[config.mk]
export PLATFORM = sky130hd
export DESIGN_NAME = sys_ctrl_rx
export DESIGN_NICKNAME = d
export VERILOG_FILES = /design/src/rtl/sys_ctrl_pkg.sv /design/src/rtl/sys_ctrl_rx_timeout.sv /design/src/rtl/sys_ctrl_rx.sv
export SDC_FILE = /design/constraint.sdc
export NUM_CORES = 1
export LEC_CHECK = 0
export ABC_AREA = 1
export CAP_MARGIN = 30
export CORE_AREA = 3 3 63 65
export DETAILED_ROUTE_END_ITERATION = 7
export DIE_AREA = 0 0 66 68
export PLACE_DENSITY_LB_ADDON = 0.15
export SLEW_MARGIN = 5
export SYNTH_ARGS = -nofsm -noshare
export SYNTH_HDL_FRONTEND = slang
export SYNTH_SLANG_ARGS = --single-unit
[constraint.sdc]
create_clock -name clk -period 1.4 [get_ports clk]
set_clock_uncertainty 0.2 [all_clocks]
set_input_delay 0.21 -clock clk [delete_from_list [all_inputs] [get_ports clk]]
set_output_delay 0.21 -clock clk [all_outputs]
set_load 0.02 [all_outputs]
[src/rtl/sys_ctrl_pkg.sv]
// Shared definitions for the system controller: command codes, FSM states, operand addresses.
package sys_ctrl_pkg;

  localparam logic [7:0] CMD_RF_WR   = 8'hAA;
  localparam logic [7:0] CMD_RF_RD   = 8'hBB;
  localparam logic [7:0] CMD_ALU_OP  = 8'hCC;
  localparam logic [7:0] CMD_ALU_NOP = 8'hDD;

  localparam int unsigned OPA_ADDR = 0;
  localparam int unsigned OPB_ADDR = 1;

  typedef enum logic [2:0] {
    IDLE,
    WR_ADDR,
    WR_DATA,
    RD_ADDR,
    OP_A,
    OP_B,
    ALU_FUN_S,
    ALU_WAIT
  } rx_state_t;

endpackage

[src/rtl/sys_ctrl_rx_timeout.sv]
// Mid-frame inactivity counter; expired flags the cycle the limit is reached with no byte.
module sys_ctrl_rx_timeout #(
  parameter int unsigned TIMEOUT_CYCLES = 1024
) (
  input  logic clk,
  input  logic reset,
  input  logic byte_seen,
  input  logic active,
  output logic expired
);

  localparam int unsigned CW = $clog2(TIMEOUT_CYCLES + 1);

  logic [CW-1:0] cnt;

  always_ff @(posedge clk or negedge reset) begin
    if (!reset) begin
      cnt <= '0;
    end else if (byte_seen || !active) begin
      cnt <= '0;
    end else if (cnt != CW'(TIMEOUT_CYCLES - 1)) begin
      cnt <= cnt + 1'b1;
    end
  end

  assign expired = active && !byte_seen && (cnt == CW'(TIMEOUT_CYCLES - 1));

endmodule

[src/rtl/sys_ctrl_rx.sv]
// Command decoder from UART_RX bytes to RF write/read strobes and ALU start controls.
// Optional mid-frame timeout abort enabled by defining SYS_CTRL_RX_TIMEOUT_EN.
module sys_ctrl_rx
  import sys_ctrl_pkg::*;
#(
  parameter int unsigned DATA_WIDTH     = 8,
  parameter int unsigned ADDRESS_WIDTH  = 4,
  parameter int unsigned FUN_WIDTH      = 4,
  parameter int unsigned TIMEOUT_CYCLES = 1024
) (
  input  logic                     clk,
  input  logic                     reset,
  input  logic [DATA_WIDTH-1:0]    RX_P_DATA,
  input  logic                     RX_D_VLD,
  input  logic                     OUT_VALID,
  output logic [ADDRESS_WIDTH-1:0] Address,
  output logic                     WrEn,
  output logic [DATA_WIDTH-1:0]    WrData,
  output logic                     RdEn,
  output logic                     ALU_EN,
  output logic [FUN_WIDTH-1:0]     ALU_FUN,
  output logic                     CLK_EN,
  output logic                     CMD_ERR
);

  rx_state_t                state;
  logic [ADDRESS_WIDTH-1:0] wr_addr;
  logic                     timeout_hit;

`ifdef SYS_CTRL_RX_TIMEOUT_EN
  logic frame_active;

  assign frame_active = (state != IDLE) && (state != ALU_WAIT);

  sys_ctrl_rx_timeout #(
    .TIMEOUT_CYCLES (TIMEOUT_CYCLES)
  ) u_timeout (
    .clk       (clk),
    .reset     (reset),
    .byte_seen (RX_D_VLD),
    .active    (frame_active),
    .expired   (timeout_hit)
  );
`else
  assign timeout_hit = 1'b0;
`endif

  always_ff @(posedge clk or negedge reset) begin
    if (!reset) begin
      state   <= IDLE;
      wr_addr <= '0;
      Address <= '0;
      WrEn    <= 1'b0;
      WrData  <= '0;
      RdEn    <= 1'b0;
      ALU_EN  <= 1'b0;
      ALU_FUN <= '0;
      CLK_EN  <= 1'b0;
      CMD_ERR <= 1'b0;
    end else begin
      WrEn    <= 1'b0;
      RdEn    <= 1'b0;
      ALU_EN  <= 1'b0;
      CMD_ERR <= 1'b0;
      if (timeout_hit) begin
        state   <= IDLE;
        CMD_ERR <= 1'b1;
      end else begin
        unique case (state)
          IDLE: begin
            if (RX_D_VLD) begin
              case (RX_P_DATA)
                DATA_WIDTH'(CMD_RF_WR):   state <= WR_ADDR;
                DATA_WIDTH'(CMD_RF_RD):   state <= RD_ADDR;
                DATA_WIDTH'(CMD_ALU_OP):  state <= OP_A;
                DATA_WIDTH'(CMD_ALU_NOP): state <= ALU_FUN_S;
                default:                  CMD_ERR <= 1'b1;
              endcase
            end
          end
          WR_ADDR: begin
            if (RX_D_VLD) begin
              wr_addr <= RX_P_DATA[ADDRESS_WIDTH-1:0];
              state   <= WR_DATA;
            end
          end
          WR_DATA: begin
            if (RX_D_VLD) begin
              WrEn    <= 1'b1;
              Address <= wr_addr;
              WrData  <= RX_P_DATA;
              state   <= IDLE;
            end
          end
          RD_ADDR: begin
            if (RX_D_VLD) begin
              RdEn    <= 1'b1;
              Address <= RX_P_DATA[ADDRESS_WIDTH-1:0];
              state   <= IDLE;
            end
          end
          OP_A: begin
            if (RX_D_VLD) begin
              WrEn    <= 1'b1;
              Address <= ADDRESS_WIDTH'(OPA_ADDR);
              WrData  <= RX_P_DATA;
              state   <= OP_B;
            end
          end
          OP_B: begin
            if (RX_D_VLD) begin
              WrEn    <= 1'b1;
              Address <= ADDRESS_WIDTH'(OPB_ADDR);
              WrData  <= RX_P_DATA;
              state   <= ALU_FUN_S;
            end
          end
          ALU_FUN_S: begin
            if (RX_D_VLD) begin
              ALU_EN  <= 1'b1;
              CLK_EN  <= 1'b1;
              ALU_FUN <= RX_P_DATA[FUN_WIDTH-1:0];
              state   <= ALU_WAIT;
            end
          end
          ALU_WAIT: begin
            // Bytes arriving here are dropped; only OUT_VALID ends the operation.
            if (OUT_VALID) begin
              CLK_EN <= 1'b0;
              state  <= IDLE;
            end
          end
          default: state <= IDLE;
        endcase
      end
    end
  end

endmodule

==> results of run 1 <==
-- cells in the mapped netlist --
| cell type | n |
|---|---|
| nor2_1 | 13 |
| dfrtp_1 | 28 |
| nand3_1 | 6 |
| nand2_1 | 60 |
| inv_2 | 4 |
| o21ai_0 | 14 |
| nor2_4 | 1 |
| o21ai_1 | 2 |
| nor2_2 | 2 |
| nand2_2 | 1 |
| o21a_1 | 1 |
| nor3_1 | 2 |
| buf_6 | 2 |
| o21ai_2 | 9 |
| inv_1 | 13 |
| a22oi_1 | 3 |
| nand4_1 | 1 |
| a21oi_1 | 3 |
| nor3_2 | 1 |
-- placed cells by master, fill, tap and decap left out, types with 2 or more instances in the layout --
cell type         n
buf_4            35
a21oi_1           3
buf_6             5
clkdlybuf4s50_1  11
dfrtp_1          26
nor2_4            4
dfrtp_2           2
inv_2             4
o21ai_0           7
o21ai_2          11
o21ai_4           2
o21ai_1           6
nor2_1           11
nand2_2           5
inv_4             4
buf_2            19
clkbuf_4          3
inv_1             9
nand3_1           4
nand2_1          52
nand2_4           4
a22oi_2           2
clkbuf_2          2
-- per-stage QoR --
| stage | power [mW] | area [µm²] | setup WS [ns] |
|---|---|---|---|
| final | 3.91 | 2140 | -0.167 |
| after global routing | 4.16 | 2140 | -0.201 |
| after CTS | 3.66 | 2060 | -0.0903 |
| after detailed placement | 3.03 | 1900 | -0.413 |
| after global placement | 2.98 | 1900 | -0.364 |
| after floorplan | 2.24 | 1360 | -0.0439 |
-- metal layers --
metal / vias up / share of wire
met1: 665 / 0.41
met2: 51 / 0.53
met5: - / 0
li1: 693 / -
met3: 6 / 0.048
met4: 0 / 0.016
-- path summary, 6_finish.rpt --
kind                            cells after the start  slack (ns)                     end
worst max-delay path                                7       -0.17   WrData[0]$_DFFE_PN0P_
worst min-delay path                                2        0.01  ALU_FUN[0]$_DFFE_PN0P_
worst max register to register                      7       -0.17   WrData[0]$_DFFE_PN0P_
worst min register to register                      2        0.31   WrData[1]$_DFFE_PN0P_
max in group asynchronous                           2        0.82    state[1]$_DFFE_PN0P_
min in group clk                                    2        0.31   WrData[1]$_DFFE_PN0P_
-- where the power goes --
part	switching [mW]	internal, mW
Sequential	0.202	1.13
Combinational	1.14	0.895
Clock	0.247	0.290
Total	1.59	2.32
-- logic make-up (layout without fill, tap and decap cells) --
family,count (synthesis),count (layout)
buffers and inverters,19,94
AO/OA/AOI/OAI,32,33
AND/OR/NAND/NOR,87,87
flip-flops,28,28
-- repair_timing --
action	CTS	global route
setup endpoints to repair	47	33
setup buffers	12	6
resized for setup	96	36
gates cloned	1	0
hold buffers	0	0
pin swaps	6	9
-- sequential cells by signal (all words and copies together), names as in the netlist, 3 cells and up --
signal and count:
ALU_FUN 4, Address 4, WrData 8, state 3
wr_addr 4
-- layout make-up --
cell class,count,share of cell area
timing repair buffer,73,0.259
clock inverter,1,0.0140
multi-input combinational,120,0.326
clock buffer,3,0.0105
inverter,17,0.0345
sequential,28,0.329
tap,46,0.0269
==> qor.csv, run 1 <==
stage,metric,value,unit
critical_path,cpMaxStageDelayCell,dfrtp_2,
placement,dp.final_hpwl,2370,µm
min_path,hp-class,input pin to async pin,
finish,regArea,703,µm²
floorplan,core_region_area,0.00339,mm²
critical_path,critPathArrivalTime,1.60,ns
synth,synth_compound_area_frac,0.151,
power,ir_worst_vdd,0.849,mV
critical_path,worstSetupEndpointType,flop,
critical_path,setup.worst_path.start_class,flop,
sta,slew_headroom,0.759,
drt,post-route-drc-count,0,
clock_network,cts_buffer_depth,2,
synth,avgSynthCellArea,8.14,µm²
global_routing,busiest_layer,met2,
critical_path,critPathBufInv,2,
floorplan,start_util,0.399,
finish,diodes,0,
floorplan,die_height,68,µm
finish,syn2layout_area_growth,58.3,%
global_routing,grt_max_degree,29,
global_routing,grt_overflow,0,
synth,synth-xor-area-share,0,
sta,fin_hold_ws,0.0145,ns
sta,final-hold-violation-count,0,
sta,slew_viol_final,0,
synth,muxShareOfSynthArea,0,
global_routing,grt_use_met3,0.0263,
synth,synth_top_area_share,0.519,
floorplan,num_rows,21,
floorplan,die_w,66,µm
finish,fin_util,0.631,
critical_path,r2r-start,state[2]$_DFFE_PN0P_,
sta,setup_viol,22,
clock_network,cts_tree,built,
sta,fmax,638,MHz
finish,final_net_count,255,
global_routing,antenna_found_initial,0,
sta,worst_slack,-0.167,ns
synth,synth_top_family_by_area,simple AND/OR/NAND/NOR gates,
finish,stdcell_count,288,
drt,drt_first_pass_iters,4,
clock_network,clock_sinks,28,
placement,place_congestion,0.815,
drt,antenna_left,0,
run_status,status,"complete, but fails checks",
synth,synthTopCellsByArea,"dfrtp_1 (52%), nand2_1 (17%), o21ai_2 (5.8%)",
synth,ys_seq_area_frac,0.519,
critical_path,crit_path_max_incr_delay,0.51,ns
synth,ys_types,19,
global_routing,met1_usage,0.216,
power,power_leakage,1.11,nW
drt,post_drt_wl_per_cell,14.0,µm
drt,vias,1415,
synth,synth-simple-area-share,0.267,
finish,multiInputGateArea,698,µm²
clock_network,clockRootBuffer,clkbuf_4,
clock_network,htree_levels,1,
finish,drive_gt1_frac,0.450,
placement,dp_cells,265,
synth,synth_area,0.00135,mm²
sta,rsz0062_at_grt,yes,
power,p_per_area,1830,mW/mm²
critical_path,path_max_fanout,8,
run,maxCapViolCount,0,
sta,fin_tns_setup,-2.21,ns
synth,synth_fa_ha_area_frac,0,
synth,synth_top_area_cell,dfrtp_1,
critical_path,worstPathCellList,nand2_4 -> inv_4 -> nor3_4 -> buf_6 -> o21ai_4 -> nand2_1 -> o21ai_2,
synth,ys.warnings.count,0,
clock_network,numCtsBuffers,3,
synth,synth_nets,178,
global_routing,grt_pass1_vias,1360,
drt,drt_iter0_markers,91,
floorplan,die_area,0.00449,mm²
synth,ys_seq_elements,28,
critical_path,startpoint,state[2]$_DFFE_PN0P_,
critical_path,cp_data_required_time,1.43,ns
critical_path,worst-setup-path-type,flop to flop,
clock_network,clock_latency,0.33,ns
global_routing,grtUsageMet2,0.338,
placement,port_buffers,32,
floorplan,ios,33,
global_routing,globalRouteTotalUtil,0.182,
finish,nFillCells,278,
sta,fin_crit_sh,1.12,
sta,max_slew.worst_pin.slew,0.360,ns
critical_path,cpLargestDelayFamily,flip-flops,
drt,routed_wl,4040,µm
synth,syn_inst,166,
sta,layout_min_cycle_time,1.57,ns
run_status,violations,setup timing,
drt,viasPerCell,4.91,
global_routing,grt_pass1_wl,6220,µm
clock_network,cts.reportedPaths.clkPinSlew,0.16,ns
No activity file was read; power rests on OpenSTA's default activity.
==> inputs of run 2 (changes only) <==
--- a/config.mk
+++ b/config.mk
@@ -8,6 +8,7 @@
 export ABC_AREA = 1
 export CAP_MARGIN = 30
 export CORE_AREA = 3 3 63 65
+export CTS_CLUSTER_SIZE = 16
 export DETAILED_ROUTE_END_ITERATION = 7
 export DIE_AREA = 0 0 66 68
 export PLACE_DENSITY_LB_ADDON = 0.15
==> results of run 2 <==
Same layout as run 1: the final DEF is identical, and so are final timing and power.
